### src/rtl/pipe_board_ctrl.sv
// 4x4 pipe-puzzle board: tile registers, cursor, rotation and a one-cell-per-cycle path checker.
// state  | meaning
// IDLE   | waiting for an accepted rotation
// START  | arm checker at cell 0, entering from north
// TRACE  | follow the pipe one cell per cycle
// PASS   | path reached the sink, set win
// FAIL   | path broken, clear win
module pipe_board_ctrl #(
   parameter logic [63:0] INIT_BOARD = 64'h0,
   parameter int unsigned MAX_STEPS  = 16
) (
   input  logic       clk,
   input  logic       reset,
   input  logic       key_up,
   input  logic       key_down,
   input  logic       key_left,
   input  logic       key_right,
   input  logic       key_rot,
   input  logic [3:0] rd_idx,
   output logic [3:0] rd_tile,
   output logic [3:0] cursor,
   output logic       busy,
   output logic       win
);

   localparam int SW = $clog2(MAX_STEPS) + 1;
   localparam logic [1:0] DIR_N = 2'd0, DIR_E = 2'd1, DIR_S = 2'd2, DIR_W = 2'd3;

   typedef enum logic [2:0] {S_IDLE, S_START, S_TRACE, S_PASS, S_FAIL} state_t;

   // opening mask bit order: {W, S, E, N}
   function automatic logic [3:0] openings(input logic [3:0] t);
      case (t)
         4'd0:    openings = 4'b1010;
         4'd1:    openings = 4'b0101;
         4'd2:    openings = 4'b0011;
         4'd3:    openings = 4'b0110;
         4'd4:    openings = 4'b1100;
         4'd5:    openings = 4'b1001;
         default: openings = 4'b0000;
      endcase
   endfunction

   function automatic logic [3:0] rotated(input logic [3:0] t);
      case (t)
         4'd0:    rotated = 4'd1;
         4'd1:    rotated = 4'd0;
         4'd2:    rotated = 4'd3;
         4'd3:    rotated = 4'd4;
         4'd4:    rotated = 4'd5;
         4'd5:    rotated = 4'd2;
         default: rotated = t;
      endcase
   endfunction

   logic [15:0][3:0] board;
   logic             rot_go;
   state_t           state, state_nxt;
   logic [3:0]       pos, pos_nxt;
   logic [1:0]       entry, entry_nxt;
   logic [SW-1:0]    steps, steps_nxt;
   logic             busy_nxt, win_nxt;
   logic [3:0]       tile_open, rest;
   logic [1:0]       exit_dir;
   logic             nb_valid;
   logic [3:0]       nb_pos;

   // a winning board is locked: rotations are dropped and no recheck is started
   assign rot_go  = key_rot & ~win;
   assign rd_tile = board[rd_idx];

   always_ff @(posedge clk) begin
      if (reset) begin
         board <= INIT_BOARD;
      end else if (rot_go) begin
         board[cursor] <= rotated(board[cursor]);
      end
   end

   always_ff @(posedge clk) begin
      if (reset) begin
         cursor <= 4'd0;
      end else if (key_up) begin
         if (cursor[3:2] != 2'd0) cursor <= cursor - 4'd4;
      end else if (key_down) begin
         if (cursor[3:2] != 2'd3) cursor <= cursor + 4'd4;
      end else if (key_left) begin
         if (cursor[1:0] != 2'd0) cursor <= cursor - 4'd1;
      end else if (key_right) begin
         if (cursor[1:0] != 2'd3) cursor <= cursor + 4'd1;
      end
   end

   always_ff @(posedge clk) begin
      if (reset) begin
         state <= S_START;
         pos   <= 4'd0;
         entry <= DIR_N;
         steps <= '0;
         busy  <= 1'b0;
         win   <= 1'b0;
      end else begin
         state <= state_nxt;
         pos   <= pos_nxt;
         entry <= entry_nxt;
         steps <= steps_nxt;
         busy  <= busy_nxt;
         win   <= win_nxt;
      end
   end

   // exit is whichever opening remains once the entry side is removed
   always_comb begin
      tile_open = openings(board[pos]);
      rest      = tile_open & ~(4'b0001 << entry);
      exit_dir  = DIR_N;
      if (rest[1]) exit_dir = DIR_E;
      if (rest[2]) exit_dir = DIR_S;
      if (rest[3]) exit_dir = DIR_W;
      nb_valid = 1'b0;
      nb_pos   = pos;
      case (exit_dir)
         DIR_N: begin nb_valid = (pos[3:2] != 2'd0); nb_pos = pos - 4'd4; end
         DIR_E: begin nb_valid = (pos[1:0] != 2'd3); nb_pos = pos + 4'd1; end
         DIR_S: begin nb_valid = (pos[3:2] != 2'd3); nb_pos = pos + 4'd4; end
         default: begin nb_valid = (pos[1:0] != 2'd0); nb_pos = pos - 4'd1; end
      endcase
   end

   always_comb begin
      state_nxt = state;
      pos_nxt   = pos;
      entry_nxt = entry;
      steps_nxt = steps;
      busy_nxt  = busy;
      win_nxt   = win;
      case (state)
         S_IDLE: begin
            if (rot_go) state_nxt = S_START;
         end
         S_START: begin
            pos_nxt   = 4'd0;
            entry_nxt = DIR_N;
            steps_nxt = '0;
            busy_nxt  = 1'b1;
            state_nxt = rot_go ? S_START : S_TRACE;
         end
         S_TRACE: begin
            if (rot_go) begin
               state_nxt = S_START;
            end else if (!tile_open[entry]) begin
               state_nxt = S_FAIL;
            end else if (pos == 4'd15 && exit_dir == DIR_S) begin
               state_nxt = S_PASS;
            end else if (!nb_valid || steps == SW'(MAX_STEPS - 1)) begin
               state_nxt = S_FAIL;
            end else begin
               pos_nxt   = nb_pos;
               entry_nxt = exit_dir ^ 2'b10;
               steps_nxt = steps + 1'b1;
            end
         end
         S_PASS: begin
            win_nxt   = 1'b1;
            busy_nxt  = 1'b0;
            state_nxt = rot_go ? S_START : S_IDLE;
         end
         S_FAIL: begin
            win_nxt   = 1'b0;
            busy_nxt  = 1'b0;
            state_nxt = rot_go ? S_START : S_IDLE;
         end
         default: state_nxt = S_IDLE;
      endcase
   end

endmodule
### config.mk
export PLATFORM = sky130hd
export DESIGN_NAME = pipe_board_ctrl
export DESIGN_NICKNAME = d
export VERILOG_FILES = /design/src/rtl/pipe_board_ctrl.sv
export SDC_FILE = /design/constraint.sdc
export NUM_CORES = 1
export LEC_CHECK = 0
export ABC_CLOCK_PERIOD_IN_PS = 6100
export CAP_MARGIN = 20
export CORE_MARGIN = 4
export CORE_UTILIZATION = 66
export DETAILED_ROUTE_END_ITERATION = 12
export PLACE_DENSITY = 0.93
export SLEW_MARGIN = 40
export SYNTH_ARGS = -nofsm -noshare
export SYNTH_HDL_FRONTEND = slang
export SYNTH_SLANG_ARGS = --single-unit
### constraint.sdc
create_clock -name clk -period 6.1 [get_ports clk]
set_clock_uncertainty 0.05 [all_clocks]
set_input_delay 1.22 -clock clk [delete_from_list [all_inputs] [get_ports clk]]
set_output_delay 1.22 -clock clk [all_outputs]
set_load 0.1 [all_outputs]
Word-level counts from Yosys, hierarchy flattened. Cells that the tools add are included.

Register bits: 84. Input bits: 11. Output and inout port bits: 10. Word-level logic and storage cells: 148.

Add/subtract/negate cells: 9. Order comparisons: 5. Equal/unequal tests: 31. Shifts and indexed selects: 1. Muxes and demuxes: 53. Bitwise logic cells: 5. Reduce and logical (&&, ||, !) cells: 21.

Operators with widths (number): 4-bit 2-to-1 mux (18); 64-bit bitwise mux (1); 4-bit binary-select mux with 4-bit select (3); 4-bit case mux with 6 select lines (2); 5-bit 2-to-1 mux (4); 2-bit != test (second input constant) (9); 4-bit demux with 4-bit select (1); 4-bit by 2-bit equality test with 1-bit output (second input constant) (4); 4-bit by 3-bit equality test with 1-bit output (second input constant) (4); 4-bit by 5-bit less-than comparator with 1-bit output (second input constant) (3); 3-bit 2-to-1 mux (5); 2-bit 2-to-1 mux (7); 2-bit nonzero test (7); 3-bit case mux with 4 select lines (1); 4-bit case mux with 3 select lines (1); 5-bit case mux with 2 select lines (1); 5-bit AND reduction (2); 4-bit by 1-bit adder with 4-bit output (second input constant) (2); 4-bit by 3-bit adder with 4-bit output (second input constant) (2); 4-bit by 1-bit equality test with 1-bit output (second input constant) (2); 4-bit zero test (2); 4-bit case mux with 2 select lines (1); 4-bit nonzero test (2); 4-bit by 1-bit subtractor with 4-bit output (second input constant) (2); other kinds (32) (39).

Depth between registers and ports, before layout.
Depth after elaboration: 17. Mapped depth: 18. Depth with buffers taken out: 16.

Worst setup path before layout. Ideal clock, no wire load.

Path type: in2out. Start: input port rd_idx[0]. End: output port rd_tile[2]. Arrival time: 3382 ps. Required time: 4830 ps. Path slack: 1448 ps. Stages on the path: 4. Buffers on the path: 2. Cell sequence: clkbuf_1 > buf_1 > mux4_2 > mux4_2.

Word-level cells in the longest chain between the ends: 2.

RTL lines: from (decl) (line 19) `input logic [3:0] rd_idx,`; 4-bit binary-select mux with 4-bit select (line 70) `assign rd_tile = board[rd_idx];`; 4-bit 2-to-1 mux (not written as such) (line 70); to (decl) (line 20) `output logic [3:0] rd_tile,`.

No other way between the ends. The select of a mux whose other input is x is not followed.

Worst setup path after layout.
Start: register pos[0]. End: register steps[3].

Word-level cells in the longest chain between the ends: 14. Elaborated cells between the ends (all ways): 29. Those cells by class: eq/ne: 12; mux: 9; bitwise: 1; reduce/logical: 7.

RTL lines: from (decl) (line 59) `logic [3:0] pos, pos_nxt;`; from (signal assigned) (line 104) `pos <= pos_nxt;`; 4-bit binary-select mux with 4-bit select (line 114) `tile_open = openings(board[pos]);`; 4-bit 2-to-1 mux (not written as such) (line 114); 4-bit by 3-bit equality test with 1-bit output, or another cell as far along (line 33) `case (t)`; 4-bit case mux with 6 select lines (line 33); 4-bit bitwise AND (line 115) `rest = tile_open & ~(4'b0001 << entry);`; 1-bit 2-to-1 mux (line 117) `if (rest[1]) exit_dir = DIR_E;`; 2-bit 2-to-1 mux (line 118) `if (rest[2]) exit_dir = DIR_S;`; 2-bit 2-to-1 mux (line 119) `if (rest[3]) exit_dir = DIR_W;`; 2-bit equality test, or another cell as far along (line 122, 153); 1-bit case mux with 3 select lines (line 122) `case (exit_dir)`; 1-bit zero test (line 155) `end else if (!nb_valid || steps == SW'(MAX_STEPS - 1)) begin`; 1-bit logical OR (line 155); 2-bit != test (no source line); 5-bit AND reduction (no source line) (*); to (signal assigned) (line 106) `steps <= steps_nxt;`; to (decl) (line 61) `logic [SW-1:0] steps, steps_nxt;`.

Mark *: on every way between the ends. The rest lies on a longest branch, timed or not. The select of a mux whose other input is x is not followed. A chain may end at the register's enable or synchronous reset.

==> impl_results.md <==
- Status: complete, no violations
- H-tree levels: 3
- Antenna Nets Post-Route: 0
- Reg clk slew, reported paths: 0.09 ns
- Die height: 98.4 um
- Clk root buf: clkbuf_8
- Routed len/inst: 23.5 um
- DP HPWL: ~10 mm
- DRT iter0 DRCs: 618
- Port-buffer cells: 20
- Die Area: approximately 0.0097 sq mm
- Startpoint Class: flop
- Total congestion overflow: 0
- Asr flop ratio synth: 0%
- Layout cells sized above 1: between 10% and 20%
- Avg Inst Size Synth: roughly 10 sq um
- Initial Utilization: 68.8%
- Synth Warn #: 0
- Worst Path Required: around 6.3 ns
- Final Setup Violations: 0
- Worst path bufs/invs: 2
- Via/cell ratio: around 7.5
- Ant diodes: 0
- Vias: 4852
- Synth Cell Area: 0.00540 sq mm
- Slew @ Worst Pin: approximately 0.91 ns
- Critical Path Fanout Max: 11
- Type of the worst setup path: reg2reg
- Largest net degree at the start of global routing: 77
- Leakage power: about 2.1 nW
- Area Overhead vs Synth: 7.72%
- Post-route setup TNS: 0 ns
- Power density cells: roughly 230 mW/mm^2
- Min-Delay Path Class: reg2reg
- Top FF cell, synth: dfxtp_1
- Worst path most repeated cell: o21ai_0
- Flop pwr share: 43.4%
- Number of distinct library cells after synthesis: 51
- RSZ-0062 raised after global routing: false
- Comb pwr share: between 20 and 30%
- Fin. Hold Viols: 0
- Total CTS buffers: 9
- Crit-path leading delay family: compound AO/OA/AOI/OAI gates
- Psw: 0.456 mW
- Worst-path cell chain: buf_4 > mux4_1 > mux2i_1 > and3_1 > o21ai_0 > o211ai_1 > inv_1 > ha_1 > nand3_1 > o21ai_0 > o21ai_0 > nand2_1 > mux2i_4 > a31oi_2 > or4_1 > a21boi_1
- Core box area: 0.00785 sq mm
- Num rows: 32
- Deepest clock path buffer count: 2
- Net Count, Synth: between 500 and 600
- Sink Count: 84
- Total power: 1.36 mW
- Tot GR Track Use: about 32%
- TritonCTS clock tree: built
- Gate Count Post-Synth: ~530
- Max transition margin: 39.5%
- Post-CTS Hold Buffers: 0
- Min Clock Period, post-route: between 5 and 6 ns
- Final WL: 15.2 mm
- Slowest cell on the critical path: dfxtp_1
- Clk pwr share: 31.7%
- Sequential-to-total area share from yosys stat: 31.2%
- #FFs+latches synth: 84
- Routability cong.: slightly below 0.9
- First-pass DRT Iterations: 6
- Final period util: 86.2%
- Crit path DAT: 5.50 ns
- First-pass GRT wire length: 24.5 mm
- Post-CTS Resized: 0
- Int Power: a little over 0.9 mW
- Max-Cap Viols: 0
- Worst vdd ir: 0.247 mV
- Fin. max-slew vios: 0
- Fmax: 0.190 GHz
- NumNets Final: between 500 and 600
- Die X: 98.4 um
- Vias in the first global route: approximately 4.8k
- Clock latency on the worst-skew pair: between 0.3 and 0.4 ns
- Antenna violations before repair: 0
- Switching Share: about a third
- Critical Path End Type: flop
- Post-synth EDFFs: 0
- DRC Markers: 0
- Postcts setup bufs: 0
- CP max stage delay: 0.70 ns
- WHS: 0.434 ns
- IO Pins: 21
-- worst paths after layout --
| path | from | endpoint | slack, ns | depth (start not counted) |
|---|---|---|---|---|
| setup reg to reg | pos[0]$_SDFFE_PP0P_ | steps[3]$_SDFFE_PP0P_ | 0.84 | 16 |
| hold / removal | steps[4]$_SDFFE_PP0P_ | steps[4]$_SDFFE_PP0P_ | 0.43 | 2 |
| hold reg to reg | steps[4]$_SDFFE_PP0P_ | steps[4]$_SDFFE_PP0P_ | 0.43 | 2 |
| setup / recovery | pos[0]$_SDFFE_PP0P_ | steps[3]$_SDFFE_PP0P_ | 0.84 | 16 |
-- layout make-up --
| class | instances | area [sq um] |
|---|---|---|
| timing repair buffer | 29 | 218 |
| multi-input combinational | 410 | 3550 |
| clock buffer | 9 | 124 |
| sequential | 84 | 1680 |
| clock inverter | 5 | 78.8 |
| fill | 483 | 2030 |
| inverter | 9 | 33.8 |
| tap | 102 | 128 |
-- through the flow --
stage | cells | setup WS (ns) | area (sq um) | util [%]
2_1_floorplan | 534 | 1.45 | 5400 | -
3_3_place_gp | 634 | 1.28 | 5640 | 71.9
3_5_place_dp | 634 | 1.18 | 5610 | 71.5
4_1_cts | 648 | 1.03 | 5820 | 74.1
5_1_grt | 648 | 0.639 | 5810 | 74.1
6_report | 648 | 0.845 | 5810 | 74.1
-- worst min-delay path: stages (launching register included) --
cell and delay (ns):
dfxtp_1 0.31, inv_1 0.07, o22ai_1 0.06
-- flip-flops by register name, summed over array words and instances (netlist names) --
signal  cells
win         1
pos         4
busy        1
cursor      4
steps       5
entry       2
state       3
board      64
-- synth_stat cells (all sizes together), types with 8 or more instances --
library cell | count | area [sq um]
nand3 | 9 | 45.0
nor2 | 110 | 413
nand2 | 21 | 78.8
o21ai | 18 | 90.1
mux4 | 58 | 1350
dfxtp | 84 | 1680
buf | 10 | 56.3
a211oi | 39 | 293
clkbuf | 21 | 78.8
a21oi | 27 | 135
mux2i | 31 | 327
nand2b | 9 | 56.3
nor3 | 8 | 40.0
ha | 13 | 163
-- metal layers --
| layer | GRT usage (%) | part of all wire, % |
|---|---|---|
| met1 | 38.4 | 33 |
| met2 | 50.0 | 47 |
| met3 | 10.5 | 14 |
| met4 | 20.3 | 6.0 |
| met5 | 0 | 0 |
-- placed cells by master (no fill, tap or decap), types with 3 or more instances in the layout --
| cell type | n |
|---|---|
| a21oi_1 | 27 |
| xor2_1 | 3 |
| nor2b_1 | 3 |
| o22ai_1 | 5 |
| mux2_2 | 7 |
| nand3_1 | 9 |
| buf_4 | 13 |
| xnor2_1 | 4 |
| nand2b_1 | 9 |
| clkbuf_8 | 9 |
| dfxtp_1 | 83 |
| and3_1 | 4 |
| o21ai_0 | 18 |
| clkdlybuf4s50_1 | 8 |
| nand2_1 | 21 |
| mux2i_1 | 29 |
| a21o_1 | 4 |
| inv_1 | 7 |
| ha_1 | 13 |
| or2_2 | 4 |
| nor3_1 | 8 |
| mux4_2 | 47 |
| a211oi_1 | 39 |
| buf_2 | 8 |
| o31ai_1 | 3 |
| nor2_1 | 110 |
| mux4_1 | 11 |
| and2_1 | 4 |
-- power groups by stage --
stage | Combinational (mW) | Sequential, mW | Clock [mW]
6_report | 0.340 | 0.591 | 0.432
5_1_grt | 0.363 | 0.595 | 0.450
3_3_place_gp | 0.315 | 0.601 | 0
3_5_place_dp | 0.327 | 0.602 | 0
4_1_cts | 0.332 | 0.590 | 0.432
2_1_floorplan | 0.221 | 0.630 | 0
-- cell families (layout without fill, tap and decap cells) --
logic type / after synthesis / after routing / synth area share [%]
AOI/OAI and AO/OA: 111 / 111 / 13.6
xor gates and xnor gates: 7 / 7 / 1.14
adders and majority gates: 15 / 15 / 3.76
buffers and inverters: 40 / 52 / 3.13
DFF: 84 / 84 / 31.2
muxes: 96 / 96 / 32.5
and+or+nand+nor: 181 / 181 / 14.8
Power figures use the tool's default switching activity.
